[src/rtl/wir_param.sv]
// wir_param: IEEE 1500 wrapper instruction register with opcode/length check and WBY/WBR control decode
module wir_param #(
  parameter int IR_WIDTH = 4,
  parameter logic [IR_WIDTH-1:0] OPC_BYPASS  = IR_WIDTH'(0),
  parameter logic [IR_WIDTH-1:0] OPC_EXTEST  = IR_WIDTH'(1),
  parameter logic [IR_WIDTH-1:0] OPC_INTEST  = IR_WIDTH'(2),
  parameter logic [IR_WIDTH-1:0] OPC_PRELOAD = IR_WIDTH'(3),
  parameter logic [IR_WIDTH-1:0] OPC_SAFE    = IR_WIDTH'(4)
) (
  input  logic                WRCK,
  input  logic                WRST,
  input  logic                SelectWIR,
  input  logic                ShiftWR,
  input  logic                CaptureWR,
  input  logic                UpdateWR,
  input  logic                wsi,
  input  logic                wby_so,
  input  logic                wbr_so,
  output logic                wso,
  output logic [IR_WIDTH-1:0] instr,
  output logic                wby_shift,
  output logic                wby_capture,
  output logic                wbr_shift,
  output logic                wbr_capture,
  output logic                wbr_update,
  output logic                extest,
  output logic                intest,
  output logic                safe,
  output logic                hold_inputs,
  output logic                hold_outputs,
  output logic                bus_disable,
  output logic                illegal_err
);
  localparam int CW = $clog2(IR_WIDTH + 1);
  localparam logic [CW-1:0] CNT_FULL = CW'(IR_WIDTH);
  logic [IR_WIDTH-1:0] sr_q, sr_d, upd_q, upd_d;
  logic [CW-1:0] cnt_q, cnt_d;
  logic err_q, err_d;
  logic cap, sh, up, legal;
  logic bypass, preload, wbr_act, wby_act;
  // WIR operation select with capture > shift > update, and update acceptance check
  always_comb begin
    cap   = SelectWIR & CaptureWR;
    sh    = SelectWIR & ~CaptureWR & ShiftWR;
    up    = SelectWIR & ~CaptureWR & ~ShiftWR & UpdateWR;
    legal = (cnt_q == CNT_FULL) &&
            (sr_q inside {OPC_BYPASS, OPC_EXTEST, OPC_INTEST, OPC_PRELOAD, OPC_SAFE});
  end
  // Next-state for shift stage, update stage, length counter and sticky error
  always_comb begin
    sr_d  = cap ? {upd_q[IR_WIDTH-1:2], 2'b01} : sh ? {wsi, sr_q[IR_WIDTH-1:1]} : sr_q;
    cnt_d = (cap | up) ? '0 : (sh && cnt_q != CNT_FULL) ? cnt_q + 1'b1 : cnt_q;
    upd_d = up ? (legal ? sr_q : OPC_BYPASS) : upd_q;
    err_d = err_q | (up & ~legal);
  end
  // State registers; reset overrides any in-flight shift or update
  always_ff @(posedge WRCK) begin
    if (WRST) begin
      sr_q  <= OPC_BYPASS;
      upd_q <= OPC_BYPASS;
      cnt_q <= '0;
      err_q <= 1'b0;
    end else begin
      sr_q  <= sr_d;
      upd_q <= upd_d;
      cnt_q <= cnt_d;
      err_q <= err_d;
    end
  end
  // Instruction decode and data-register control gating
  always_comb begin
    bypass       = upd_q == OPC_BYPASS;
    extest       = upd_q == OPC_EXTEST;
    intest       = upd_q == OPC_INTEST;
    preload      = upd_q == OPC_PRELOAD;
    safe         = upd_q == OPC_SAFE;
    wbr_act      = extest | intest | preload;
    wby_act      = bypass | safe;
    hold_inputs  = safe;
    hold_outputs = safe;
    bus_disable  = safe;
    wby_shift    = ~SelectWIR & ShiftWR & wby_act;
    wby_capture  = ~SelectWIR & CaptureWR & wby_act;
    wbr_shift    = ~SelectWIR & ShiftWR & wbr_act;
    wbr_capture  = ~SelectWIR & CaptureWR & (extest | intest);
    wbr_update   = ~SelectWIR & UpdateWR & wbr_act;
    wso          = SelectWIR ? sr_q[0] : wbr_act ? wbr_so : wby_so;
    instr        = upd_q;
    illegal_err  = err_q;
  end
endmodule

[config.mk]
export PLATFORM = sky130hd
export DESIGN_NAME = wir_param
export DESIGN_NICKNAME = d
export VERILOG_FILES = /design/src/rtl/wir_param.sv
export SDC_FILE = /design/constraint.sdc
export NUM_CORES = 1
export LEC_CHECK = 0
export CAP_MARGIN = 20
export CORE_MARGIN = 4
export CORE_UTILIZATION = 47
export CTS_CLUSTER_DIAMETER = 60
export CTS_CLUSTER_SIZE = 16
export DETAILED_ROUTE_END_ITERATION = 8
export PLACE_DENSITY_LB_ADDON = 0.08
export SYNTH_ARGS = -nofsm -noshare
export SYNTH_HDL_FRONTEND = slang
export SYNTH_SLANG_ARGS = --single-unit
[constraint.sdc]
create_clock -name WRCK -period 3.1 [get_ports WRCK]
set_input_delay 0.31 -clock WRCK [delete_from_list [all_inputs] [get_ports WRCK]]
set_output_delay 0.31 -clock WRCK [all_outputs]
set_load 0.1 [all_outputs]
==> results.sh <==
export IMPL_hold_buffers=0
export IMPL_instances_no_fill=126
export IMPL_vias=730
export IMPL_cp_end_kind="output pin"
export IMPL_grt_pass1_wl_mm=3.01
export IMPL_initial_core_util_pct=50.2
export IMPL_die_height_um=48.3
export IMPL_io_pins=26
export IMPL_period_needed_ns=2.07
export IMPL_cp_slowest_cell="clkdlybuf4s50_1"
export IMPL_ys_seq_area_share_pct=31.4
export IMPL_antenna_found_initial=0
export IMPL_fin_ws_ns=1.03
export IMPL_cts_setup_buffers=0
export IMPL_syn_area_um2=764
export IMPL_r2r_start="cnt_q[0]"
export IMPL_cts_made_buffers=3
export IMPL_clkSlewWorstSetupHoldPaths_ns=0.08
export IMPL_maxSlewHeadroom_pct=35.6
export IMPL_cts_tree="yes"
export IMPL_dpl_worst_slack_ns=1.03
export IMPL_clock_root_buffer="clkbuf_4"
export IMPL_maxCapViolations=0
export IMPL_hold_depth=1
export IMPL_drt_iter0_markers=10
export IMPL_r2r_end="illegal_err"
export IMPL_ir_drop_mv=0.264
export IMPL_num_antenna_cells=0
export IMPL_hold_viol=0
export IMPL_fp_dieArea_um2=2340
export IMPL_hpwlAfterDp_mm=1.36
export IMPL_ctsResizeCount=0
export IMPL_hp_start="illegal_err"
export IMPL_clockBufferDepth=2
export IMPL_synth_cells=89
export IMPL_rrSetupSlack_ns=1.86
export IMPL_routed_wl_mm=1.74
export IMPL_hp_class="register to register"
export IMPL_nets=122
export IMPL_drc=0
export IMPL_place_inst=122
export IMPL_antenna_left=0
export IMPL_grt_overflow=0
export IMPL_syn_area_per_cell_um2=8.59
export IMPL_fin_skew_ns=0.00327
export IMPL_nFillCells=134
export IMPL_power_w=0.000355
export IMPL_syn_nets=100
export IMPL_synth_main_ff_cell="dfxtp_1"
export IMPL_gp_congestion=0.807
export IMPL_first_pass_iters=4
export IMPL_syn_to_final_growth_pct=32.9
export IMPL_rsz0062_at_grt="no"
export IMPL_layout_common_cells="buf_4, nor2_1, dfxtp_1, clkdlybuf4s50_1, nand2_1"
export IMPL_layout_drive_gt1_share_pct=30.9
export IMPL_htreeDepth=1
export IMPL_grt_max_degree=13
export IMPL_core_area_um2=1520
export IMPL_slew_viol_final=0
export IMPL_status="complete, no violations"
export IMPL_setup_violations_final=0
export IMPL_r2r_cells=5
export IMPL_arrival_ns=1.76
export IMPL_cp_start_kind="input port"
export IMPL_fmax_ghz=0.483
export IMPL_finalCritPeriodShare_pct=66.8
export IMPL_grt_pass1_vias=665
export IMPL_worst_pin_slew_ns=0.964
export IMPL_synthArstFlopShare_pct=0
export IMPL_startpoint="SelectWIR"
export IMPL_synth_seq_cells=12
export IMPL_io_buffers=25
export IMPL_synth_edf_count=0
export IMPL_rows=14
export IMPL_clock_latency_ns=0.27
export IMPL_yosysUniqueCellTypes=37
export IMPL_fin_tns_setup_ns=0
export IMPL_cp_data_required_time_ns=2.79
export IMPL_powerDensity_nw_per_um2=349
export IMPL_via_per_inst=5.79
export IMPL_cts_sinks=12
export IMPL_grt_usage_pct=16.0
export IMPL_yosysWarnings=0
export IMPL_die_w_um=48.3
export IMPL_hold_end="illegal_err"
export IMPL_layout_commonest_cell="buf_4"
export IMPL_worstPathMaxFanout=11
export IMPL_path_cells="clkdlybuf4s50_1, inv_1, nand2_1, nor4_1, buf_4"
export IMPL_cpPeakStageDelay_ns=0.59
export IMPL_path_class="input port to output pin"
export IMPL_leakagePower_nw=0.381
export IMPL_wire_per_inst_um=13.8
==> sequential cells by signal (all words and copies together), names as in the netlist <==
| signal | flops |
|---|---|
| sr_q | 4 |
| cnt_q | 3 |
| instr | 4 |
| illegal_err | 1 |
==> how the worst max path moves through the flow <==
stage / endpoint / slack, ns
global route: wby_capture / 0.81
global placement: wby_capture / 1.07
finish: wby_capture / 1.03
floorplan: wby_capture / -0.87
CTS: wby_capture / 1.02
detailed placement: wby_capture / 1.03
==> stage by stage <==
stage / cell area, um^2 / hold slack (ns) / utilization (%)
final: 1020 / 0.498 / 66.7
after global routing: 1020 / 0.518 / 66.7
after CTS: 1020 / 0.500 / 66.7
after detailed placement: 980 / 0.475 / 64.3
after global placement: 980 / 0.465 / 64.3
after floorplan: 811 / 0.381 / -
==> Yosys cell counts (2+ instances only) <==
cell type,number,area [um^2]
dfxtp_1,12,240
nor2_1,11,41.3
nand2_1,6,22.5
a211oi_1,4,30.0
a21oi_1,4,20.0
buf_4,4,30.0
o21ai_0,4,20.0
inv_1,3,11.3
nand4b_1,3,26.3
nor4_1,3,18.8
o21a_1,3,22.5
buf_6,2,22.5
ha_1,2,25.0
nand3_1,2,10.0
nand3b_1,2,15.0
nor3b_1,2,15.0
nor4b_2,2,30.0
==> kinds of logic after synthesis <==
logic type / Yosys count / share of synthesized area (%)
AO/OA/AOI/OAI: 22 / 19.3
adder cells (fa/ha/maj): 2 / 3.27
buffers and inverters: 12 / 9.98
flip-flops: 12 / 31.4
multiplexers: 1 / 1.31
AND/OR/NAND/NOR: 40 / 34.7
==> final cells by class <==
| type | instances | area, um^2 | share of cell area (%) |
|---|---|---|---|
| multi-input combinational | 65 | 490 | 48.3 |
| clock buffer | 4 | 36.3 | 3.57 |
| timing repair buffer | 25 | 210 | 20.7 |
| tap | 16 | 20.0 | 1.97 |
| sequential | 12 | 244 | 24.0 |
| inverter | 4 | 15.0 | 1.48 |
==> report_power, final <==
| group | internal [W] | switching [W] | total (W) |
|---|---|---|---|
| clock network | 0.0000715 | 0.0000528 | 0.000124 |
| registers | 0.000158 | 0.00000425 | 0.000162 |
| logic | 0.0000254 | 0.0000429 | 0.0000683 |
| total | 0.000255 | 0.0000999 | 0.000355 |
==> critical path: cells and delay by family <==
family	cells	cell delay, ns
buf+inv	3	1.13
simple gates	2	0.31
==> layer usage <==
layer	vias to the layer above	part of all wire, %	GRT usage, %
met5	-	0	0
met4	0	1.1	4.15
met3	4	6.6	7.06
met2	19	46	23.9
met1	342	46	20.9
li1	365	-	-
(Power assumes the default switching activity.)
==> patch 1, RTL diff (config.mk and constraints unchanged) <==
`IR_WIDTH`: 4 -> 8.
--- a/src/rtl/wir_param.sv
+++ b/src/rtl/wir_param.sv
@@ -1,6 +1,6 @@
 // wir_param: IEEE 1500 wrapper instruction register with opcode/length check and WBY/WBR control decode
 module wir_param #(
-  parameter int IR_WIDTH = 4,
+  parameter int IR_WIDTH = 8,
   parameter logic [IR_WIDTH-1:0] OPC_BYPASS  = IR_WIDTH'(0),
   parameter logic [IR_WIDTH-1:0] OPC_EXTEST  = IR_WIDTH'(1),
   parameter logic [IR_WIDTH-1:0] OPC_INTEST  = IR_WIDTH'(2),
Interface: changed (resized instr); port bits go from 26 to 30. No check against the original RTL was run, so the function may have changed too.
==> patch 1 against the original RTL <==
- critical path depth shrank 1
- global-route usage grew 3.5 points
- synthesized cell count grew 30%
- wire length grew 44%
- sequential cell count grew 9
- core utilization grew 1.8 points
- total power grew 33%
- worst setup slack lost 0.62 ns
- final area grew 36%
- non-clock buffer count grew 4
- area after synthesis grew 35%
==> patch 1: results (changes against the original RTL) <==
{| class="wikitable"
! Metric !! Value
|-
| Wire length of the first global-routing pass || 4170 um (was 3010 um)
|-
| Mean post-synth cell area || 8.89 um2 (was 8.59 um2)
|-
| Static Leak || 0.547 nW (was 0.381 nW)
|-
| Net count after synthesis || 127 (was 100)
|-
| XOR/XNOR Fraction of Synth Area || 0.850% (was 0%)
|-
| Wire length reported by the detailed router || 2500 um (was 1740 um)
|-
| Arrival time worst endpoint || 2.38 ns (was 1.76 ns)
|-
| Peak supply drop || 0.000256 V (was 0.000264 V)
|-
| Sequential-to-total area share from yosys stat || 40.8% (was 31.4%)
|-
| Final RePlAce weighted congestion || 0.769 (was 0.807)
|-
| Status || completed (unchanged)
|-
| Dpl cells || 164 (was 122)
|-
| Vias in the first global route || 921 (was 665)
|-
| Headroom to the max-slew limit || 34.7% (was 35.6%)
|-
| Top post-synthesis cells by count || sky130_fd_sc_hd__dfxtp_1, sky130_fd_sc_hd__nand2_1, sky130_fd_sc_hd__and2_1 (was sky130_fd_sc_hd__dfxtp_1, sky130_fd_sc_hd__nor2_1, sky130_fd_sc_hd__nand2_1)
|-
| Pin count of the biggest net entering global routing || 17 (was 13)
|-
| Via Count || 980 (was 730)
|-
| Share of the synthesized area in compound gates (AO/OA/AOI/OAI) || 19.8% (was 19.3%)
|-
| Synth area leaders || sky130_fd_sc_hd__dfxtp_1, sky130_fd_sc_hd__a22oi_1, sky130_fd_sc_hd__and2_1, sky130_fd_sc_hd__nand2_1, sky130_fd_sc_hd__a21oi_1 (was sky130_fd_sc_hd__dfxtp_1, sky130_fd_sc_hd__nor2_1, sky130_fd_sc_hd__a211oi_1, sky130_fd_sc_hd__buf_4, sky130_fd_sc_hd__nor4b_2)
|-
| Fraction of layout cells with a size suffix above 1 || 22.0% (was 30.9%)
|-
| Adder-Cell Fraction of Synth Area || 2.43% (was 3.27%)
|-
| NumNets Final || 153 (was 122)
|-
| Final HPWL from detailed placement || 1820 um (was 1360 um)
|-
| Critical-path maximum fanout || 6 (was 11)
|-
| Delay-heaviest family, CP || simple AND/OR/NAND/NOR gates (was buffers and inverters)
|}
## patch 1: through the flow
stage | util, % | setup WS, ns | power [W] | cell area, um2 | setup TNS (ns)
2_1_floorplan | - | -0.102 | 0.000324 | 1090 | -0.245
3_3_place_gp | 67.1 | 0.785 | 0.000348 | 1360 | 0
3_5_place_dp | 67.1 | 0.759 | 0.000349 | 1360 | 0
4_1_cts | 68.4 | 0.411 | 0.000475 | 1380 | 0
5_1_grt | 68.4 | 0.325 | 0.000496 | 1380 | 0
6_report | 68.4 | 0.410 | 0.000472 | 1380 | 0
## patch 1: final timing paths
path	cells after the start	to	startpoint	slack (ns)
worst min register to register	2	sr_q[3]	sr_q[3]	0.48
worst max register to register	3	instr[2]	sr_q[3]	1.46
worst max-delay path	4	wso	instr[7]	0.41
worst min-delay path	2	sr_q[3]	sr_q[3]	0.48
## patch 1: routing by layer
layer | routed length (um) | global-route usage, % | vias to the layer above
li1 | - | - | 479
met4 | 32 | 8.30 | 0
met3 | 165 | 3.54 | 4
met2 | 1230 | 32.3 | 35
met5 | 0 | 0 | -
met1 | 1080 | 24.4 | 462
## patch 1: area by class of cell
| class | count | area (um2) |
|---|---|---|
| Clock buffer | 4 | 26.3 |
| Sequential cell | 21 | 425 |
| Multi-Input combinational cell | 83 | 596 |
| Inverter | 4 | 15.0 |
| Timing Repair Buffer | 29 | 288 |
| Fill cell | 171 | 638 |
| Tap cell | 27 | 33.8 |
## patch 1: power by group
group	internal [W]	switching, W
Clock	0.0000501	0.0000779
Combinational	0.0000244	0.0000451
Sequential	0.000272	0.00000210
## patch 1: cell families (layout without fill, tap and decap cells)
family          count (synthesis)  in the layout
mux                             1              1
flops                          21             21
simple gates                   49             49
fa+ha+maj                       2              2
buf+inv                        12             37
xor+xnor                        1              1
compound gates                 30             30
## patch 1: worst register-to-register path, cell delays in order, from the launching register on
cell and delay, ns:
sky130_fd_sc_hd__dfxtp_1 0.34, sky130_fd_sc_hd__or4_1 0.54, sky130_fd_sc_hd__nor4b_2 0.47, sky130_fd_sc_hd__a32o_1 0.24
==> patch 2, RTL diff (same settings) <==
Made on the original files. Put a register stage on the output `illegal_err`, with the module's reset. The value now appears one clock later. The other outputs are not delayed to match.
--- a/src/rtl/wir_param.sv
+++ b/src/rtl/wir_param.sv
@@ -33,6 +33,8 @@
 );
   localparam int CW = $clog2(IR_WIDTH + 1);
   localparam logic [CW-1:0] CNT_FULL = CW'(IR_WIDTH);
+
+  logic illegal_err_d;
   logic [IR_WIDTH-1:0] sr_q, sr_d, upd_q, upd_d;
   logic [CW-1:0] cnt_q, cnt_d;
   logic err_q, err_d;
@@ -86,7 +88,15 @@
     wbr_update   = ~SelectWIR & UpdateWR & wbr_act;
     wso          = SelectWIR ? sr_q[0] : wbr_act ? wbr_so : wby_so;
     instr        = upd_q;
-    illegal_err  = err_q;
+    illegal_err_d = err_q;
   end
+  always_ff @(posedge WRCK) begin
+    if (WRST) begin
+      illegal_err <= '0;
+    end else begin
+      illegal_err <= illegal_err_d;
+    end
+  end
+
 endmodule
 
Formal check against the unedited RTL: not equivalent (a bounded check fails within 4 cycles, from zero or initial values and one cycle with WRST high).
==> patch 2 against the original RTL <==
- sequential cell count grew 1
- total power fell by 3.0%
- largest power group unchanged
- core utilization up 0.30 points
- worst setup slack improved by 0.0023 ns
- critical path type unchanged
- final area is 1.6% higher
- sequential power grew 8%
- wire length rose by 3.5%
- area after synthesis rose by 3.4%
==> patch 2: results (changes against the original RTL) <==
{| class="wikitable"
! Metric !! Value
|-
| Status || completed (unchanged)
|-
| Multi-input combinational cell area || 497 um2 (was 490 um2)
|-
| Top post-synthesis cells by count || sky130_fd_sc_hd__dfxtp_1, sky130_fd_sc_hd__nor2_1, sky130_fd_sc_hd__nand2_1 (unchanged)
|-
| Delay-heaviest family, CP || buffers and inverters (unchanged)
|-
| Sequential-to-total area share from yosys stat || 32.9% (was 31.4%)
|-
| Wire length of the first global-routing pass || 3050 um (was 3010 um)
|-
| Wire length reported by the detailed router || 1800 um (was 1740 um)
|-
| Vias in the first global route || 678 (was 665)
|-
| First-pass iteration count of the detailed router || 3 (was 4)
|-
| Routed Antenna Nets || 0 (unchanged)
|-
| Placed cell areas || 1010 um2 (was 980 um2)
|-
| Synth area leaders || sky130_fd_sc_hd__dfxtp_1, sky130_fd_sc_hd__nor2_1, sky130_fd_sc_hd__a211oi_1, sky130_fd_sc_hd__buf_4, sky130_fd_sc_hd__nor4b_2 (unchanged)
|-
| Pin slew with the least headroom to its limit || 0.959 ns (was 0.964 ns)
|-
| Filler Cells Inserted || 138 (was 134)
|-
| Final HPWL from detailed placement || 1400 um (was 1360 um)
|-
| Final cell count without fillers || 128 (was 126)
|-
| Via Count || 729 (was 730)
|-
| Net count after synthesis || 102 (was 100)
|-
| Static Leak || 0.385 nW (was 0.381 nW)
|-
| Pin count of the biggest net entering global routing || 14 (was 13)
|-
| Setup clock skew after layout || 0.00257 ns (was 0.00327 ns)
|-
| Initial detailed-routing violation count || 13 (was 10)
|-
| Peak supply drop || 0.000299 V (was 0.000264 V)
|-
| Final RePlAce weighted congestion || 0.831 (was 0.807)
|-
| Worst Hold Launch || err_q (was illegal_err)
|-
| Fraction of layout cells with a size suffix above 1 || 29.5% (was 30.9%)
|}
[patch 2: where the power goes]
group          internal, W  total (W)  switching (W)
Clock            0.0000498   0.000102      0.0000523
Sequential        0.000171   0.000175     0.00000403
Combinational    0.0000254  0.0000671      0.0000417
[patch 2: area by class of cell]
type	count	area share, %
clock buffers	4	2.55
inverters	4	1.45
multi-input cells	66	48.1
flip-flops and latches	13	25.6
well taps	16	1.94
repair buffers	25	20.4
[patch 2: worst paths after layout]
| kind | slack, ns | end | depth (start not counted) |
|---|---|---|---|
| hold / removal | 0.47 | illegal_err | 1 |
| setup / recovery | 1.03 | wby_capture | 5 |
| hold reg to reg | 0.47 | illegal_err | 1 |
| setup reg to reg | 1.85 | err_q | 5 |
[patch 2: kinds of logic after synthesis]
family                     count (synthesis)  share of synthesized area (%)
buffers and inverters                     12                           9.65
and+or+nand+nor                           41                           34.3
AOI/OAI and AO/OA                         22                           18.7
adders and majority gates                  2                           3.16
muxes                                      1                           1.27
DFF                                       13                           32.9
[patch 2: stage by stage]
step | TNS, ns | setup WS, ns | power (W)
floorplan | -4.47 | -0.872 | 0.000229
global placement | 0 | 1.06 | 0.000245
detailed placement | 0 | 1.03 | 0.000246
CTS | 0 | 1.03 | 0.000348
global route | 0 | 0.933 | 0.000364
finish | 0 | 1.03 | 0.000344
[patch 2: layer usage]
metal	up-vias	share of wire (%)	GRT usage, %
met1	332	47	19.4
met3	0	6.4	7.03
met5	-	0	0
li1	377	-	-
met4	0	0	4.04
met2	20	47	24.8
[patch 2: worst reg2reg max path, delay by kind of cell, from the launching register on]
kind	cells	cell delay, ns
AOI/OAI and AO/OA	2	0.44
adders and majority gates	1	0.20
buffers and inverters	1	0.08
DFF	1	0.33
and+or+nand+nor	1	0.11
